**src/rtl/if_id_stage_pkg.sv**
```systemverilog
`default_nettype none
// ============================================================================
// Module      : if_id_stage_pkg
// Description : Shared constants for the IF/ID pipeline register slice.
//               Instruction/memory widths and the NOP opcode that the
//               squash logic inserts on wrong-path slots.
// Revision    : 1.0 - initial release
// ============================================================================
package if_id_stage_pkg;

    // Instruction word width and instruction-memory address width
    localparam int WIDTH_INSTR_MEM  = 16;
    localparam int LENGTH_INSTR_MEM = 10;

    // Opcode field width and the opcode used for bubbles / squashed slots
    localparam int OPC_WIDTH = 6;
    localparam int OPC_NOP   = 'h3F;

    // Maximum value held by the 3-bit remaining-squash counter
    localparam int SQ_MAX = 7;

endpackage : if_id_stage_pkg
`default_nettype wire

```
**src/rtl/if_id_stage_if.sv**
```systemverilog
`default_nettype none
// ============================================================================
// Module      : if_id_stage_if
// Description : Fetch-side / decode-side signal bundle of the IF/ID stage.
//   master : fetch/control side - drives fetched instruction, PC+1, branch
//            flush and decode stall; observes the registered outputs.
//   slave  : the IF/ID stage itself.
// Revision    : 1.0 - initial release
// ============================================================================
interface if_id_stage_if #(
    parameter int INSTR_W = 16,
    parameter int OPC_W   = 6,
    parameter int ADDR_W  = 10,
    parameter int CNT_W   = 8
);
    logic [INSTR_W-1:0]       iFetchedInst;
    logic [ADDR_W-1:0]        iNew_pc;
    logic                     iBr_taken;
    logic                     iStall;
    logic [INSTR_W-1:0]       oInstr;
    logic [OPC_W-1:0]         oOpcode;
    logic [INSTR_W-OPC_W-1:0] oOperand;
    logic [ADDR_W-1:0]        oPc_plus1;
    logic                     oValid;
    logic                     oHoldPc;
    logic [CNT_W-1:0]         oSquashCnt;

    modport master (
        output iFetchedInst, iNew_pc, iBr_taken, iStall,
        input  oInstr, oOpcode, oOperand, oPc_plus1, oValid, oHoldPc, oSquashCnt
    );

    modport slave (
        input  iFetchedInst, iNew_pc, iBr_taken, iStall,
        output oInstr, oOpcode, oOperand, oPc_plus1, oValid, oHoldPc, oSquashCnt
    );
endinterface : if_id_stage_if
`default_nettype wire

```
**src/rtl/if_id_squash_ctl.sv**
```systemverilog
`default_nettype none
// ============================================================================
// Module      : if_id_squash_ctl
// Description : Flush/stall control for the IF/ID register. Tracks how many
//               wrong-path slots remain to be killed after a taken branch and
//               keeps a saturating count of all squashed slots.
//   clk        in   clock
//   reset      in   asynchronous active-low reset
//   br_taken   in   flush request
//   stall      in   decode cannot accept
//   load_en    out  datapath registers load this edge
//   insert_nop out  the loaded slot is a NOP (valid=0)
//   squash_cnt out  squashed slots since reset, saturating
// Revision    : 1.0 - initial release
// ============================================================================
module if_id_squash_ctl
    import if_id_stage_pkg::*;
#(
    parameter int SQUASH_CYCLES = 1,
    parameter int CNT_W         = 8
) (
    input  wire logic             clk,
    input  wire logic             reset,
    input  wire logic             br_taken,
    input  wire logic             stall,
    output logic                  load_en,
    output logic                  insert_nop,
    output logic [CNT_W-1:0]      squash_cnt
);

    localparam logic [0:0] ST_RUN    = 1'b0;
    localparam logic [0:0] ST_SQUASH = 1'b1;

    // Slots still to kill after the branch slot itself
    localparam logic [2:0] C_SQ_INIT = 3'(SQUASH_CYCLES - 1);

    logic [0:0]       state_q, state_d;
    logic [2:0]       sq_q, sq_d;
    logic [CNT_W-1:0] cnt_q, cnt_d;
    logic             cnt_inc;

    // State register
    always_ff @(posedge clk or negedge reset) begin
        if (!reset) begin
            state_q <= ST_RUN;
            sq_q    <= 3'd0;
            cnt_q   <= '0;
        end else begin
            state_q <= state_d;
            sq_q    <= sq_d;
            cnt_q   <= cnt_d;
        end
    end

    // Next-state logic: flush beats stall; a stall freezes sq as well
    always_comb begin
        state_d = state_q;
        sq_d    = sq_q;
        if (br_taken) begin
            sq_d    = C_SQ_INIT;
            state_d = (C_SQ_INIT != 3'd0) ? ST_SQUASH : ST_RUN;
        end else if (!stall && (state_q == ST_SQUASH)) begin
            sq_d = sq_q - 3'd1;
            if (sq_q <= 3'd1) begin
                state_d = ST_RUN;
            end
        end
    end

    // Output logic
    always_comb begin
        load_en    = br_taken | ~stall;
        insert_nop = br_taken | (~stall & (state_q == ST_SQUASH));
        cnt_inc    = load_en & insert_nop;
    end

    // Saturating squash counter: never wraps
    always_comb begin
        cnt_d = cnt_q;
        if (cnt_inc && (cnt_q != {CNT_W{1'b1}})) begin
            cnt_d = cnt_q + CNT_W'(1);
        end
    end

    assign squash_cnt = cnt_q;

endmodule : if_id_squash_ctl
`default_nettype wire

```
**src/rtl/if_id_stage.sv**
```systemverilog
`default_nettype none
// ============================================================================
// Module      : if_id_stage
// Description : IF/ID pipeline register. Captures the fetched instruction and
//               its PC+1 with one clock of latency, tags it valid, holds on a
//               decode stall and replaces wrong-path slots with NOPs after a
//               taken branch.
//   clk    in   rising-edge clock
//   reset  in   asynchronous active-low reset
//   bus    slave modport: iFetchedInst, iNew_pc, iBr_taken, iStall in;
//          oInstr, oOpcode, oOperand, oPc_plus1, oValid, oHoldPc,
//          oSquashCnt out
// Revision    : 1.0 - initial release
// ============================================================================
module if_id_stage
    import if_id_stage_pkg::*;
#(
    parameter int INSTR_W       = WIDTH_INSTR_MEM,
    parameter int OPC_W         = OPC_WIDTH,
    parameter int ADDR_W        = LENGTH_INSTR_MEM,
    parameter int SQUASH_CYCLES = 1,
    parameter int CNT_W         = 8
) (
    input  wire logic      clk,
    input  wire logic      reset,
    if_id_stage_if.slave   bus
);

    localparam logic [OPC_W-1:0]   C_NOP_OPC   = OPC_W'(OPC_NOP);
    localparam logic [INSTR_W-1:0] C_NOP_INSTR = {C_NOP_OPC, {(INSTR_W-OPC_W){1'b0}}};

    logic               load_en;
    logic               insert_nop;
    logic [INSTR_W-1:0] instr_q, instr_d;
    logic [ADDR_W-1:0]  pc_q, pc_d;
    logic               valid_q, valid_d;

    if_id_squash_ctl #(
        .SQUASH_CYCLES (SQUASH_CYCLES),
        .CNT_W         (CNT_W)
    ) u_squash_ctl (
        .clk        (clk),
        .reset      (reset),
        .br_taken   (bus.iBr_taken),
        .stall      (bus.iStall),
        .load_en    (load_en),
        .insert_nop (insert_nop),
        .squash_cnt (bus.oSquashCnt)
    );

    // PC+1 is captured even on squashed slots; decode must gate on valid
    always_comb begin
        instr_d = instr_q;
        pc_d    = pc_q;
        valid_d = valid_q;
        if (load_en) begin
            instr_d = insert_nop ? C_NOP_INSTR : bus.iFetchedInst;
            pc_d    = bus.iNew_pc;
            valid_d = ~insert_nop;
        end
    end

    always_ff @(posedge clk or negedge reset) begin
        if (!reset) begin
            instr_q <= C_NOP_INSTR;
            pc_q    <= '0;
            valid_q <= 1'b0;
        end else begin
            instr_q <= instr_d;
            pc_q    <= pc_d;
            valid_q <= valid_d;
        end
    end

    assign bus.oInstr    = instr_q;
    assign bus.oOpcode   = instr_q[INSTR_W-1 -: OPC_W];
    assign bus.oOperand  = instr_q[INSTR_W-OPC_W-1:0];
    assign bus.oPc_plus1 = pc_q;
    assign bus.oValid    = valid_q;
    // A flush overrides the stall, so fetch must move to the branch target
    assign bus.oHoldPc   = bus.iStall & ~bus.iBr_taken;

endmodule : if_id_stage
`default_nettype wire
```
**src/flat_wrapper.sv**
```systemverilog
// flat-port wrapper written by rule: the top's interface ports become plain ports
module if_id_stage_flat import if_id_stage_pkg::*;
#(
    parameter int INSTR_W       = WIDTH_INSTR_MEM,
    parameter int OPC_W         = OPC_WIDTH,
    parameter int ADDR_W        = LENGTH_INSTR_MEM,
    parameter int SQUASH_CYCLES = 1,
    parameter int CNT_W         = 8
)
  (clk, reset, bus_iFetchedInst, bus_iNew_pc, bus_iBr_taken, bus_iStall, bus_oInstr, bus_oOpcode, bus_oOperand, bus_oPc_plus1, bus_oValid, bus_oHoldPc, bus_oSquashCnt);
  if_id_stage_if #(.INSTR_W(INSTR_W), .OPC_W(OPC_W), .ADDR_W(ADDR_W), .CNT_W(CNT_W)) bus_i ();
  input  wire logic clk;
  input  wire logic reset;
  input wire logic [$bits(bus_i.iFetchedInst)-1:0] bus_iFetchedInst;
  input wire logic [$bits(bus_i.iNew_pc)-1:0] bus_iNew_pc;
  input wire logic [$bits(bus_i.iBr_taken)-1:0] bus_iBr_taken;
  input wire logic [$bits(bus_i.iStall)-1:0] bus_iStall;
  output wire logic [$bits(bus_i.oInstr)-1:0] bus_oInstr;
  output wire logic [$bits(bus_i.oOpcode)-1:0] bus_oOpcode;
  output wire logic [$bits(bus_i.oOperand)-1:0] bus_oOperand;
  output wire logic [$bits(bus_i.oPc_plus1)-1:0] bus_oPc_plus1;
  output wire logic [$bits(bus_i.oValid)-1:0] bus_oValid;
  output wire logic [$bits(bus_i.oHoldPc)-1:0] bus_oHoldPc;
  output wire logic [$bits(bus_i.oSquashCnt)-1:0] bus_oSquashCnt;
  assign bus_i.iFetchedInst = bus_iFetchedInst;
  assign bus_i.iNew_pc = bus_iNew_pc;
  assign bus_i.iBr_taken = bus_iBr_taken;
  assign bus_i.iStall = bus_iStall;
  assign bus_oInstr = bus_i.oInstr;
  assign bus_oOpcode = bus_i.oOpcode;
  assign bus_oOperand = bus_i.oOperand;
  assign bus_oPc_plus1 = bus_i.oPc_plus1;
  assign bus_oValid = bus_i.oValid;
  assign bus_oHoldPc = bus_i.oHoldPc;
  assign bus_oSquashCnt = bus_i.oSquashCnt;
  if_id_stage #(.INSTR_W(INSTR_W), .OPC_W(OPC_W), .ADDR_W(ADDR_W), .SQUASH_CYCLES(SQUASH_CYCLES), .CNT_W(CNT_W)) u_core (.clk(clk), .reset(reset), .bus(bus_i));
endmodule
```
**config.mk**
```make
export PLATFORM = sky130hd
export DESIGN_NAME = if_id_stage_flat
export DESIGN_NICKNAME = d
export VERILOG_FILES = /design/src/rtl/if_id_stage_pkg.sv /design/src/rtl/if_id_stage_if.sv /design/src/rtl/if_id_squash_ctl.sv /design/src/rtl/if_id_stage.sv /design/src/flat_wrapper.sv
export SDC_FILE = /design/constraint.sdc
export NUM_CORES = 1
export LEC_CHECK = 0
export ABC_AREA = 0
export CORE_MARGIN = 5
export CORE_UTILIZATION = 42
export DETAILED_ROUTE_END_ITERATION = 10
export PLACE_DENSITY = 0.84
export RECOVER_POWER = 25
export SYNTH_ARGS = -nofsm -noshare
export SYNTH_HDL_FRONTEND = slang
export SYNTH_SLANG_ARGS = --single-unit
```
**constraint.sdc**
```tcl
create_clock -name clk -period 2.3 [get_ports clk]
set_input_delay 0.46 -clock clk [delete_from_list [all_inputs] [get_ports clk]]
set_output_delay 0.46 -clock clk [all_outputs]
set_load 0.01 [all_outputs]
```
==> results.sh <==
export IMPL_critPathRequiredTime_ns=1.84
export IMPL_die_height_microns=71.51
export IMPL_clock_latency_ns=0.27
export IMPL_finalHoldViolCount=0
export IMPL_dp_cells=240
export IMPL_cts_htree_levels=2
export IMPL_antenna_found_initial=0
export IMPL_hold_buffers=0
export IMPL_final_cell_mix="clkdlybuf4s50_1 (80), dfrtp_1 (29), nor2_1 (13), mux2i_1 (11), mux2_2 (11)"
export IMPL_p_leak_nw=1.027
export IMPL_grt_pass1_vias=1241
export IMPL_cts_root_buf="clkbuf_8"
export IMPL_ios=82
export IMPL_tritoncts_num_buffers=5
export IMPL_tightest_slew_ns=0.8361
export IMPL_die_area_sq_um=5114
export IMPL_via_per_inst=4.899
export IMPL_path_common_cell="clkdlybuf4s50_1"
export IMPL_clk_path_buf_depth=2
export IMPL_cts_setup_buffers=0
export IMPL_fmax_mhz=451.9
export IMPL_maxCapViolCount=0
export IMPL_synth_seq_cells=35
export IMPL_min_period_ns=2.213
export IMPL_routedWlPerCell_microns=15.04
export IMPL_cp_arrival_ns=1.75
export IMPL_nets=230
export IMPL_firstDrtPassIters=4
export IMPL_layout_commonest_cell="clkdlybuf4s50_1"
export IMPL_syn_num_nets=159
export IMPL_place_hpwl_mm=2.930
export IMPL_yosysWarnings=0
export IMPL_grt_max_degree=36
export IMPL_clk_pin_slew_ns=0.06
export IMPL_syn_avg_cell_area_sq_um=12.41
export IMPL_netlist_instances=128
export IMPL_finalInstanceArea_sq_um=2416
export IMPL_powerDensity_nw_per_um2=740.5
export IMPL_ys_seq_area_frac=0.5559
export IMPL_port_buffers=81
export IMPL_relSlewSlack=0.4426
export IMPL_crit_fanout=2
export IMPL_synth_top_area_cell="dfrtp_1"
export IMPL_fin_cells=248
export IMPL_insertedDiodeCount=0
export IMPL_cts_num_sinks=35
export IMPL_worstSetupEndpointType="output port"
export IMPL_vdd_drop_max_mv=0.4253
export IMPL_fin_skew_ns=0.002445
export IMPL_synthToLayoutAreaGrowth_pct=52.05
export IMPL_rsz0062_at_grt="false"
export IMPL_coreArea_sq_um=3661
export IMPL_slew_viol_final=0
export IMPL_fp_dieW_microns=71.51
export IMPL_fin_util=0.6599
export IMPL_place_gp_congestion=0.8180
export IMPL_drt_wl_total_mm=3.731
export IMPL_min_period_over_period=0.9622
export IMPL_setup_tns_ns=0
export IMPL_cts_tree="done"
export IMPL_grt_overflow_total=0
export IMPL_num_rows=22
export IMPL_outcome="completed"
export IMPL_syn_area_sq_um=1589
export IMPL_start_util=0.4340
export IMPL_min_path_type="flop to flop"
export IMPL_startpoint_type="primary input"
export IMPL_ys_types=25
export IMPL_critical_path_class="primary input to output port"
export IMPL_drc=0
export IMPL_drtAntennaViolNets=0
export IMPL_slowest_delay_ns=0.58
export IMPL_cts_resized=0
export IMPL_crit_chain="clkdlybuf4s50_1 > nor2b_1 > clkdlybuf4s50_1"
export IMPL_final_layout_size_suffix_gt1_frac=0.1600
export IMPL_drt_iter0_markers=45
export IMPL_track_usage=0.1527
export IMPL_vias=1215
export IMPL_grt_pass1_wl_mm=6.072
export IMPL_synth_top_area_frac=0.4567
export IMPL_placedInstanceArea_sq_um=2337
export IMPL_critPathSlowestCell="clkdlybuf4s50_1"
export IMPL_yosys_top_cells_area="dfrtp_1 (46%), dfstp_2 (9.9%), buf_4 (9.0%)"
export IMPL_setup_violations=0
layer usage:
metal  vias to the layer above  track usage  part of all wire
met5                         -            0                 0
met3                         4      0.04769             0.091
met4                         0      0.07307             0.014
li1                        564            -                 -
met2                        55       0.2745              0.54
met1                       592       0.1607              0.35
report_power, final:
group | internal, W | switching [W]
Combinational | 0.000339 | 0.000218
Sequential | 0.000714 | 0.000111
Clock | 0.000212 | 0.000194
Total | 0.00127 | 0.000524
final cells by class:
type | count | area (sq um)
Fill cell | 269 | 1245
Sequential cell | 35 | 883.3
Timing Repair Buffer | 85 | 838.3
Multi-Input combinational cell | 70 | 545.5
Clock buffer | 7 | 76.32
Tap cell | 48 | 60.06
Inverter | 2 | 7.507
Clock inverter | 1 | 5.005
worst paths after layout:
| kind | start | endpoint | slack (ns) | depth (start not counted) |
|---|---|---|---|---|
| min in group asynchronous | reset | u_core.bus.oPc_plus1[1]$_DFFE_PN0N_ | 0.81 | 2 |
| max in group asynchronous | reset | u_core.u_squash_ctl.squash_cnt[3]$_DFFE_PN0P_ | 0.96 | 2 |
| worst min register to register | u_core.bus.oPc_plus1[8]$_DFFE_PN0N_ | u_core.bus.oPc_plus1[8]$_DFFE_PN0N_ | 0.51 | 1 |
| worst max register to register | u_core.u_squash_ctl.squash_cnt[0]$_DFFE_PN0P_ | u_core.u_squash_ctl.squash_cnt[1]$_DFFE_PN0P_ | 0.74 | 4 |
| worst min-delay path | u_core.bus.oPc_plus1[8]$_DFFE_PN0N_ | u_core.bus.oPc_plus1[8]$_DFFE_PN0N_ | 0.51 | 1 |
| worst max-delay path | bus_iStall | bus_oHoldPc | 0.09 | 3 |
state kept, by name (all words and copies together), names as in the netlist:
signal	cells
u_core.bus.oInstr	16
u_core.bus.oPc_plus1	10
u_core.u_squash_ctl.squash_cnt	8
u_core.bus.oValid	1
cell families (layout without fill, tap and decap cells):
| group | after synthesis | in the layout | synth area share |
|---|---|---|---|
| compound gates | 15 | 15 | 0.07165 |
| mux | 23 | 23 | 0.1567 |
| flops | 35 | 35 | 0.5559 |
| xor+xnor | 2 | 2 | 0.01103 |
| fa+ha+maj | 1 | 1 | 0.007873 |
| buf+inv | 23 | 95 | 0.1008 |
| simple gates | 29 | 29 | 0.09607 |
cells in the mapped netlist:
library cell   n
nor3_2         1
o31ai_1        2
ha_1           1
a21bo_2        1
inv_1          2
nor2b_1        7
and4_4         1
mux2_4         1
xnor2_1        1
a41oi_1        1
mux2i_1       11
mux2_2        11
a211o_1        6
and3_4         1
buf_4         19
a21oi_1        3
nor2_1        13
nand2_1        3
xor2_1         1
buf_2          2
dfrtp_1       29
a31oi_1        2
nand3_1        2
nand4_1        1
dfstp_2        6
stage by stage:
| stage | power (W) | hold slack [ns] | worst slack (ns) |
|---|---|---|---|
| floorplan | 0.001082 | 0.1644 | 0.7872 |
| global placement | 0.001379 | 0.4894 | 0.05937 |
| detailed placement | 0.001402 | 0.5020 | 0.1038 |
| CTS | 0.001818 | 0.5182 | 0.07774 |
| global route | 0.001905 | 0.5330 | 0.01705 |
| finish | 0.001789 | 0.5122 | 0.08700 |
critical path, delay by kind of cell:
family | cells | cell delay (ns)
buffers and inverters | 2 | 1.06
AND/OR/NAND/NOR | 1 | 0.23
(Power assumes the default switching activity.)
